[src/rtl/bus_ctrl_pkg.sv]
// Shared definitions for the shared-bus control sequencer.
//   - state_e     : sequencer state (IDLE, then T-states T0..T6)
//   - SRC_*       : bit positions in the one-hot bus source-select vector
//   - OPC_*       : opcode values and class boundaries
//   - opc_class_e : instruction class used to steer T3..T6
//   - ctrl_t      : complete per-cycle control vector from the decoder
package bus_ctrl_pkg;

    typedef enum logic [2:0] {
        S_IDLE = 3'd0,
        S_T0   = 3'd1,
        S_T1   = 3'd2,
        S_T2   = 3'd3,
        S_T3   = 3'd4,
        S_T4   = 3'd5,
        S_T5   = 3'd6,
        S_T6   = 3'd7
    } state_e;

    localparam int SRC_W      = 24;
    localparam int NUM_REGS   = 16;
    localparam int SRC_R0     = 0;
    localparam int SRC_HI     = 16;
    localparam int SRC_LO     = 17;
    localparam int SRC_ZHI    = 18;
    localparam int SRC_ZLOW   = 19;
    localparam int SRC_PC     = 20;
    localparam int SRC_MDR    = 21;
    localparam int SRC_INPORT = 22;
    localparam int SRC_C      = 23;

    localparam logic [4:0] OPC_ALU_FIRST = 5'h03;
    localparam logic [4:0] OPC_ALU_LAST  = 5'h0B;
    localparam logic [4:0] OPC_IMM_FIRST = 5'h0C;
    localparam logic [4:0] OPC_IMM_LAST  = 5'h0E;
    localparam logic [4:0] OPC_MUL       = 5'h0F;
    localparam logic [4:0] OPC_DIV       = 5'h10;

    typedef enum logic [1:0] {
        CLS_ILLEGAL = 2'd0,
        CLS_ALU     = 2'd1,
        CLS_IMM     = 2'd2,
        CLS_MULDIV  = 2'd3
    } opc_class_e;

    function automatic opc_class_e classify(input logic [4:0] opc);
        opc_class_e cls;
        cls = CLS_ILLEGAL;
        if (opc >= OPC_ALU_FIRST && opc <= OPC_ALU_LAST)
            cls = CLS_ALU;
        else if (opc >= OPC_IMM_FIRST && opc <= OPC_IMM_LAST)
            cls = CLS_IMM;
        else if (opc == OPC_MUL || opc == OPC_DIV)
            cls = CLS_MULDIV;
        return cls;
    endfunction

    typedef struct packed {
        logic [SRC_W-1:0]    src_out;
        logic [NUM_REGS-1:0] reg_in;
        logic                pc_in;
        logic                ir_in;
        logic                mar_in;
        logic                mdr_in;
        logic                y_in;
        logic                z_in;
        logic                hi_in;
        logic                lo_in;
        logic                inc_pc;
        logic                mem_read;
        logic [4:0]          alu_op;
        logic                busy;
        logic                done;
        logic                err;
    } ctrl_t;

endpackage

[src/rtl/bus_seq_decode.sv]
// Combinational decoder: sequencer state + instruction class -> control vector.
// Ports:
//   state        current sequencer state
//   cls          instruction class (live from IR in T3, latched afterwards)
//   ra, rb, rc   register fields (rb live from IR in T3; ra/rc latched)
//   opc          latched opcode, presented to the ALU in T4
//   mem_ready    memory read data valid
//   wait_expired T1 wait counter is on its last allowed stall cycle
//   ctrl         full control vector for this cycle
// Each state sets at most one src_out bit and at most one reg_in bit, so the
// bus never has two drivers.
module bus_seq_decode
    import bus_ctrl_pkg::*;
(
    input  state_e     state,
    input  opc_class_e cls,
    input  logic [3:0] ra,
    input  logic [3:0] rb,
    input  logic [3:0] rc,
    input  logic [4:0] opc,
    input  logic       mem_ready,
    input  logic       wait_expired,
    output ctrl_t      ctrl
);

    always_comb begin
        ctrl = '0;
        unique case (state)
            S_IDLE: ;
            S_T0: begin
                ctrl.busy            = 1'b1;
                ctrl.src_out[SRC_PC] = 1'b1;
                ctrl.mar_in          = 1'b1;
                ctrl.inc_pc          = 1'b1;
                ctrl.z_in            = 1'b1;
            end
            S_T1: begin
                ctrl.busy              = 1'b1;
                ctrl.src_out[SRC_ZLOW] = 1'b1;
                ctrl.pc_in             = 1'b1;
                ctrl.mem_read          = 1'b1;
                ctrl.mdr_in            = mem_ready;
                ctrl.err               = !mem_ready && wait_expired;
            end
            S_T2: begin
                ctrl.busy             = 1'b1;
                ctrl.src_out[SRC_MDR] = 1'b1;
                ctrl.ir_in            = 1'b1;
            end
            S_T3: begin
                ctrl.busy = 1'b1;
                // Illegal opcode: report and leave the bus undriven.
                if (cls == CLS_ILLEGAL) begin
                    ctrl.err = 1'b1;
                end else begin
                    ctrl.src_out[{1'b0, rb}] = 1'b1;
                    ctrl.y_in                = 1'b1;
                end
            end
            S_T4: begin
                ctrl.busy   = 1'b1;
                ctrl.alu_op = opc;
                ctrl.z_in   = 1'b1;
                if (cls == CLS_IMM)
                    ctrl.src_out[SRC_C] = 1'b1;
                else
                    ctrl.src_out[{1'b0, rc}] = 1'b1;
            end
            S_T5: begin
                ctrl.busy              = 1'b1;
                ctrl.src_out[SRC_ZLOW] = 1'b1;
                if (cls == CLS_MULDIV) begin
                    ctrl.lo_in = 1'b1;
                end else begin
                    ctrl.reg_in[ra] = 1'b1;
                    ctrl.done       = 1'b1;
                end
            end
            S_T6: begin
                ctrl.busy             = 1'b1;
                ctrl.src_out[SRC_ZHI] = 1'b1;
                ctrl.hi_in            = 1'b1;
                ctrl.done             = 1'b1;
            end
            default: ;
        endcase
    end

endmodule

[src/rtl/bus_seq_ctrl.sv]
// Control sequencer for the shared 32-bit CPU bus: fetch (T0..T2) followed by
// execute (T3..T6) for reg-reg ALU, immediate ALU, MUL and DIV instructions.
// Ports:
//   clk, clear_n          clock, asynchronous active-low reset
//   start                 begin an instruction (only looked at in IDLE)
//   ir                    IR contents, valid from T3 onward
//   mem_ready             memory read data valid
//   src_out[23:0]         one-hot bus source select
//   reg_in[15:0]          one-hot general register load
//   pc_in .. lo_in        register load enables
//   inc_pc, mem_read      ALU increment and memory read request
//   alu_op[4:0]           opcode to ALU in T4, 0 otherwise
//   busy, done, err       status; done/err are single-cycle pulses
//   dbg_state             current sequencer state, for observation
// Handshake: mem_read is held for the whole of T1; the cycle in which
// mem_ready is seen high loads MDR and advances to T2. After MEM_WAIT_MAX
// stalled T1 cycles the instruction is abandoned with an err pulse.
module bus_seq_ctrl
    import bus_ctrl_pkg::*;
#(
    parameter int MEM_WAIT_MAX = 15,
    parameter int OPC_W        = 5
) (
    input  logic        clk,
    input  logic        clear_n,
    input  logic        start,
    input  logic [31:0] ir,
    input  logic        mem_ready,
    output logic [23:0] src_out,
    output logic [15:0] reg_in,
    output logic        pc_in,
    output logic        ir_in,
    output logic        mar_in,
    output logic        mdr_in,
    output logic        y_in,
    output logic        z_in,
    output logic        hi_in,
    output logic        lo_in,
    output logic        inc_pc,
    output logic        mem_read,
    output logic [4:0]  alu_op,
    output logic        busy,
    output logic        done,
    output logic        err,
    output state_e      dbg_state
);

    localparam int CNT_W = $clog2(MEM_WAIT_MAX + 1);

    state_e           state, state_nxt;
    logic [CNT_W-1:0] wait_cnt;
    logic             wait_expired;
    logic [OPC_W-1:0] opc_q;
    logic [3:0]       ra_q, rc_q;
    opc_class_e       cls_q;
    opc_class_e       ir_cls;
    opc_class_e       cur_cls;
    ctrl_t            ctrl;
    logic             unused_ir;

    assign ir_cls       = classify(ir[31 -: OPC_W]);
    // T3 decodes straight from IR (fields are latched at the end of T3).
    assign cur_cls      = (state == S_T3) ? ir_cls : cls_q;
    assign wait_expired = (wait_cnt == CNT_W'(MEM_WAIT_MAX - 1));
    assign unused_ir    = ^ir[14:0];

    always_ff @(posedge clk or negedge clear_n) begin
        if (!clear_n)
            state <= S_IDLE;
        else
            state <= state_nxt;
    end

    always_comb begin
        state_nxt = state;
        unique case (state)
            S_IDLE: if (start) state_nxt = S_T0;
            S_T0:   state_nxt = S_T1;
            S_T1: begin
                if (mem_ready)
                    state_nxt = S_T2;
                else if (wait_expired)
                    state_nxt = S_IDLE;
            end
            S_T2:   state_nxt = S_T3;
            S_T3:   state_nxt = (ir_cls == CLS_ILLEGAL) ? S_IDLE : S_T4;
            S_T4:   state_nxt = S_T5;
            S_T5:   state_nxt = (cls_q == CLS_MULDIV) ? S_T6 : S_IDLE;
            S_T6:   state_nxt = S_IDLE;
            default: state_nxt = S_IDLE;
        endcase
    end

    // Counts stalled T1 cycles; cleared on any exit from the stall.
    always_ff @(posedge clk or negedge clear_n) begin
        if (!clear_n)
            wait_cnt <= '0;
        else if (state == S_T1 && !mem_ready && !wait_expired)
            wait_cnt <= wait_cnt + 1'b1;
        else
            wait_cnt <= '0;
    end

    always_ff @(posedge clk or negedge clear_n) begin
        if (!clear_n) begin
            opc_q <= '0;
            ra_q  <= '0;
            rc_q  <= '0;
            cls_q <= CLS_ILLEGAL;
        end else if (state == S_T3) begin
            opc_q <= ir[31 -: OPC_W];
            ra_q  <= ir[26:23];
            rc_q  <= ir[18:15];
            cls_q <= ir_cls;
        end
    end

    bus_seq_decode u_decode (
        .state        (state),
        .cls          (cur_cls),
        .ra           (ra_q),
        .rb           (ir[22:19]),
        .rc           (rc_q),
        .opc          (opc_q),
        .mem_ready    (mem_ready),
        .wait_expired (wait_expired),
        .ctrl         (ctrl)
    );

    assign src_out   = ctrl.src_out;
    assign reg_in    = ctrl.reg_in;
    assign pc_in     = ctrl.pc_in;
    assign ir_in     = ctrl.ir_in;
    assign mar_in    = ctrl.mar_in;
    assign mdr_in    = ctrl.mdr_in;
    assign y_in      = ctrl.y_in;
    assign z_in      = ctrl.z_in;
    assign hi_in     = ctrl.hi_in;
    assign lo_in     = ctrl.lo_in;
    assign inc_pc    = ctrl.inc_pc;
    assign mem_read  = ctrl.mem_read;
    assign alu_op    = ctrl.alu_op;
    assign busy      = ctrl.busy;
    assign done      = ctrl.done;
    assign err       = ctrl.err;
    assign dbg_state = state;

endmodule
[config.mk]
export PLATFORM = sky130hd
export DESIGN_NAME = bus_seq_ctrl
export DESIGN_NICKNAME = d
export VERILOG_FILES = /design/src/rtl/bus_ctrl_pkg.sv /design/src/rtl/bus_seq_decode.sv /design/src/rtl/bus_seq_ctrl.sv
export SDC_FILE = /design/constraint.sdc
export NUM_CORES = 1
export LEC_CHECK = 0
export CORE_ASPECT_RATIO = 1.25
export CORE_MARGIN = 3
export CORE_UTILIZATION = 37
export CTS_BUF_LIST = sky130_fd_sc_hd__clkbuf_4
export DETAILED_ROUTE_END_ITERATION = 6
export PLACE_DENSITY = 0.81
export SLEW_MARGIN = 10
export SYNTH_ARGS = -nofsm -noshare
export SYNTH_HDL_FRONTEND = slang
export SYNTH_SLANG_ARGS = --single-unit
[constraint.sdc]
create_clock -name clk -period 2.9 [get_ports clk]
set_input_delay 0.58 -clock clk [delete_from_list [all_inputs] [get_ports clk]]
set_output_delay 0.58 -clock clk [all_outputs]
set_load 0.1 [all_outputs]
* Word level (Yosys, flattened, before mapping)
Index checks and enable logic that the tools add are counted.
** Storage, ports and cells
- Flip-flop bits (word level) :: 22
- Output and inout bits :: 61
** Cells by class
- Add/sub/neg operators :: 1
- Order comparisons :: 10
- Eq/ne operators :: 15
- Muxes and demuxes :: 44
- Reduce and logical (&&, ||, !) cells :: 18
** Operators by type and width (number)
- $mux 16 :: 4
- $pmux 16 s2 :: 1
- $pmux 3 s8 :: 1
- $mux 1 :: 17
- $mux 3 :: 5
- $demux 1 s4 :: 3
- $eq 3x3->1 const B :: 4
- $ge 4x1->1 const B :: 3
- $lt 4x6->1 const B :: 2
- $pmux 1 s3 :: 4
- $le 5x4->1 const B :: 2
- $logic_and 1x1->1 :: 8
- $mux 2 :: 4
- $reduce_or 7->1 :: 1
- $eq 2x2->1 const B :: 3
- $eq 3x2->1 const B :: 2
- $eq 5x4->1 const B :: 1
- $eq 5x5->1 const B :: 1
- $ge 5x2->1 const B :: 1
- $ge 5x4->1 const B :: 1
- $lt 4x5->1 const B :: 1
- $mux 5 :: 1
- $add 4x1->4 const B :: 1
- $eq 4x4->1 const B :: 1
- other kinds (12) :: 16

* Logic depth before layout (Yosys ltp)
Gate-level depths: netlist of run 1.
- Depth after elaboration :: 9
- Mapped depth :: 7
- Mapped depth without buffers :: 5

* Modules after synthesis
From an unflattened synthesis of run 1, not the netlist that was laid out.
** Unflattened totals
- Cell total of the unflattened synthesis :: 186
- Area, all modules :: 1681.6 um2
** Modules (own cells, without submodules)
- bus_seq_ctrl :: times used 1, cells each 82, area each 1054.8 um2
- bus_seq_decode :: times used 1, cells each 104, area each 626.9 um2

* Worst setup path after synthesis of run 1
No wires, ideal clock.
- Kind :: reg-to-output
- Start point :: reg state[1] (netlist: dbg_state[1])
- End point :: out reg_in[0]
- Arrival :: 4.155 ns
- Data required time :: 2.320 ns
- Slack :: -1.835 ns
- Stages on the path, launching flop included :: 6
- Cell sequence :: dfrtp_1 clkbuf_1 nand2_1 nor3b_1 or3b_1 nor3_1
** Between the ends
- Longest elaborated chain between the ends :: 5
** RTL lines
- from (decl) :: RTL line bus_seq_ctrl.sv:50 : state_e state, state_nxt;
- from (signal assigned) :: RTL line bus_seq_ctrl.sv:71 : state <= state_nxt;
- $eq 3x3->1 :: RTL line bus_seq_ctrl.sv:63 : assign cur_cls = (state == S_T3) ? ir_cls : cls_q;
- $mux 2
- $eq 2x2->1 :: RTL line bus_seq_decode.sv:72 : if (cls == CLS_MULDIV) begin
- $mux 16 :: RTL line bus_seq_decode.sv:72
- $mux 16 (*) :: RTL line bus_seq_decode.sv:28 : unique case (state)
- to (decl) :: RTL line bus_seq_ctrl.sv:30 : output logic [15:0] reg_in,
Mark *: on every way between the ends. The rest lies on a longest branch, timed or not.

* Worst setup path after layout of run 1
- Start point :: in ir[27]
- End point :: out src_out[8]
** Between the ends
- Longest elaborated chain between the ends :: 9
** RTL lines
- from (decl) :: RTL line bus_seq_ctrl.sv:27 : input logic [31:0] ir,
- branches (longest 4 deep; another with $ge 5x4->1)
- $mux 2 (*) :: RTL line bus_ctrl_pkg.sv:49 : if (opc >= OPC_ALU_FIRST && opc <= OPC_ALU_LAST)
- $mux 2 (*)
- $eq 2x2->1 or $logic_not 2->1 (tied branches) :: RTL line bus_seq_decode.sv:64, bus_seq_decode.sv:53
- $mux 16 (on tied branches) :: RTL line bus_seq_decode.sv:64, bus_seq_decode.sv:53
- $pmux 16 s2 (*) :: RTL line bus_seq_decode.sv:28
- to (decl) :: RTL line bus_seq_ctrl.sv:29 : output logic [23:0] src_out,
Mark *: on every way between the ends.

==> impl_metrics.toml, run 1 <==
[die]
fp.dieArea_mm2 = 0.00486
die_h_um = 77.2
die_x_um = 62.9
coreArea_mm2 = 0.00385
start_util_pct = 39.0
ioPinCount = 97
row_count = 25

[yosys]
ys_ff_latch = 22
synthDistinctLibCells = 36
synth_cells = 173
synth_edf_count = 0
synth.avg_cell_area_um2 = 8.66
yosysWarnings = 0
ys_async_sr_fraction_pct = 100
synth_ff_type = "dfrtp_1"
synth_seq_area_share_pct = 36.7
synthesis.area_mm2 = 0.00150

[hold_path]
min_from = "wait_cnt[0]$_DFF_PN0_"
hold_class = "reg -> reg"

[outcome]
violations = "setup timing"
outcome = "complete, but fails checks"

[global_routing]
grt_pass1_vias = 1757
gr-total-overflow = 0
grt_usage_pct = 21.2
grt_max_degree = 23
antenna_found_initial = 0
grt_first_pass_wirelength_um = 8470

[critical_path]
slowest_stage = "or4b_4"
critPathTopFamily = "simple AND/OR/NAND/NOR gates"
endpoint_kind = "primary output"
critical_path.startpoint = "ir[27]"
r2r-start = "dbg_state[0]$_DFFE_PN0P_"
cp_max_fo = 4
cp_slowest_stage_delay_ns = 0.57
arrival_ns = 2.34
crit_buf_inv = 2
critPathRequiredTime_ns = 2.32
path_class = "in -> out"
path_cells = "buf_6 > or4b_4 > o22ai_4 > or4b_4 > o22ai_4 > buf_12"
startpoint_type = "primary input"

[placed_design]
hpwlAfterDp_um = 4120
gp_congestion = 0.800
io_buffer_count = 78

[sta]
slew_viol_final = 0
fmax_ghz = 0.343
slew-limit-headroom_pct = 35.6
timing.setup.tns_ns = -0.0333
min_period_over_period_pct = 101
finalHoldViolCount = 0
setup_viol = 2
final.setup_skew_ns = 0.0102
layout_min_cycle_time_ns = 2.92
tightest_slew_ns = 0.963
finalWorstSetupSlack_ns = -0.0184
rsz0062_at_grt = "true"

[clock_network]
clk_pin_slew_worst_paths_ns = 0.12
cts_buffers = 3
cts-root-buf = "clkbuf_4"
clk_latency_ns = 0.31
cts_max_level = 1
ctsHoldBuffers = 0
clk_path_buf_depth = 2
cts_tree = "yes"
cts.sinks = 22

[finish]
drive_gt1_share_pct = 59.9
nets = 308
antenna_cells = 0
syn_to_final_growth_pct = 113

[drt]
ant_nets = 0
wl_um = 4990
drt_iter0_drc = 42
drcViolationCount = 0
vias = 1703
drt_first_pass_iters = 4
vias_per_cell = 5.27
wl_per_cell_um = 15.5

[run]
maxCapViolCount = 0

[pwr]
finalPower_mw = 2.61
ir_worst_vdd_uv = 1060
p_leak_nw = 1.24
power.density_mw_per_mm2 = 816
==> final cells by class <==
| cell class | count | area, um^2 |
|---|---|---|
| Clock buffer | 3 | 22.5 |
| Clock inverter | 1 | 3.75 |
| Sequential cell | 22 | 559 |
| Inverter | 6 | 30.0 |
| Multi-Input combinational cell | 134 | 1230 |
| Timing Repair Buffer | 103 | 1290 |
| Fill cell | 221 | 648 |
| Tap cell | 54 | 67.6 |
==> cell usage after synthesis, drive strengths merged, types with 2 or more instances <==
library cell | instances | area share [%]
a21oi | 2 | 0.67
and3 | 7 | 2.9
buf | 8 | 4.0
clkbuf | 5 | 1.3
dfrtp | 22 | 37
ha | 2 | 1.7
inv | 6 | 1.5
mux2 | 14 | 11
nand2 | 13 | 3.3
nand2b | 9 | 3.8
nand3 | 4 | 1.3
nand3b | 3 | 1.5
nand4 | 2 | 0.83
nand4b | 4 | 2.3
nor2 | 28 | 7.0
nor3 | 6 | 2.0
o211ai | 2 | 1.0
o22ai | 17 | 7.5
or2 | 3 | 1.3
or3b | 2 | 1.2
or4b | 3 | 2.5
==> cell usage in the layout, fill, tap and decap left out, types with 2 or more instances in the layout <==
cell type,synthesis,layout
nand4b_1,4,4
buf_12,0,37
clkdlybuf4s50_1,0,16
buf_6,0,4
inv_1,6,4
nand4_1,2,2
nand2b_1,9,9
mux2_2,13,13
nand3_1,4,4
and3_2,0,6
dfrtp_4,0,2
nor2_2,0,10
clkinvlp_4,0,2
buf_2,0,2
nor3_4,0,4
or4b_4,2,3
dfrtp_1,22,19
nand3b_1,3,3
buf_4,8,44
nand2_1,13,13
o211ai_1,2,2
a21oi_1,2,2
conb_1,1,3
nor2_4,0,4
nor2_1,28,14
ha_1,2,2
clkbuf_4,0,3
or2_2,3,3
o22ai_4,0,17
==> logic make-up (layout without fill, tap and decap cells) <==
| family | after synthesis | in the layout | synth area share (%) |
|---|---|---|---|
| AO/OA/AOI/OAI | 25 | 25 | 11.0 |
| flip-flops | 22 | 22 | 36.7 |
| XOR/XNOR | 2 | 2 | 1.17 |
| AND/OR/NAND/NOR | 87 | 87 | 31.2 |
| adder cells (fa/ha/maj) | 2 | 2 | 1.67 |
| buffers and inverters | 19 | 113 | 6.76 |
| multiplexers | 15 | 15 | 11.2 |
| other | 1 | 3 | 0.250 |
==> power breakdown <==
part / switching [mW] / internal [mW] / leakage (nW) / total (mW)
Sequential: 0.203 / 0.444 / 0.268 / 0.646
Combinational: 1.31 / 0.507 / 0.954 / 1.82
Clock: 0.0920 / 0.0503 / 0.0154 / 0.142
==> path summary, 6_finish.rpt <==
path	slack [ns]	cells after the start	endpoint
min in group asynchronous	0.79	1	ra_q[0]$_DFFE_PN0P_
max reg2reg	1.17	4	rc_q[1]$_DFFE_PN0P_
max in group asynchronous	1.42	1	dbg_state[0]$_DFFE_PN0P_
min	0.50	1	wait_cnt[0]$_DFF_PN0_
max	-0.02	6	src_out[8]
min reg2reg	0.50	1	wait_cnt[0]$_DFF_PN0_
==> metrics by stage <==
step                      setup slack (ns)  util [%]  instances  cell area (um^2)  hold WS [ns]
final                              -0.0184      83.2        323              3200         0.496
after global placement              -0.366      80.5        310              3100         0.469
after CTS                          -0.0521      81.5        316              3140         0.493
after global routing               -0.0776      83.2        323              3200         0.539
after floorplan                     -0.204         -        175              1900         0.284
after detailed placement            -0.382      80.5        310              3100         0.476
==> state kept, by name, summed over array words and instances, names as in the netlist <==
signal     cells
cls_q          2
dbg_state      3
opc_q          5
ra_q           4
rc_q           4
wait_cnt       4
==> metal layers <==
metal	GRT usage (%)	share of wire (%)
met3	2.05	5.8
met4	7.06	1.9
met1	24.7	38
met2	39.7	55
met5	0	0
==> repair_timing <==
item,CTS,global route
pin swaps,6,9
endpoints found under the hold margin,0,0
resized for setup,19,3
setup endpoints to repair,17,17
cloned,0,0
setup buffers,2,8
No activity file was read; power rests on OpenSTA's default activity.
==> run 2: changes to the inputs <==
SLEW_MARGIN = default   (was 10)
==> results of run 2 <==
The final DEF is identical to that of run 1; final timing and power are the same.
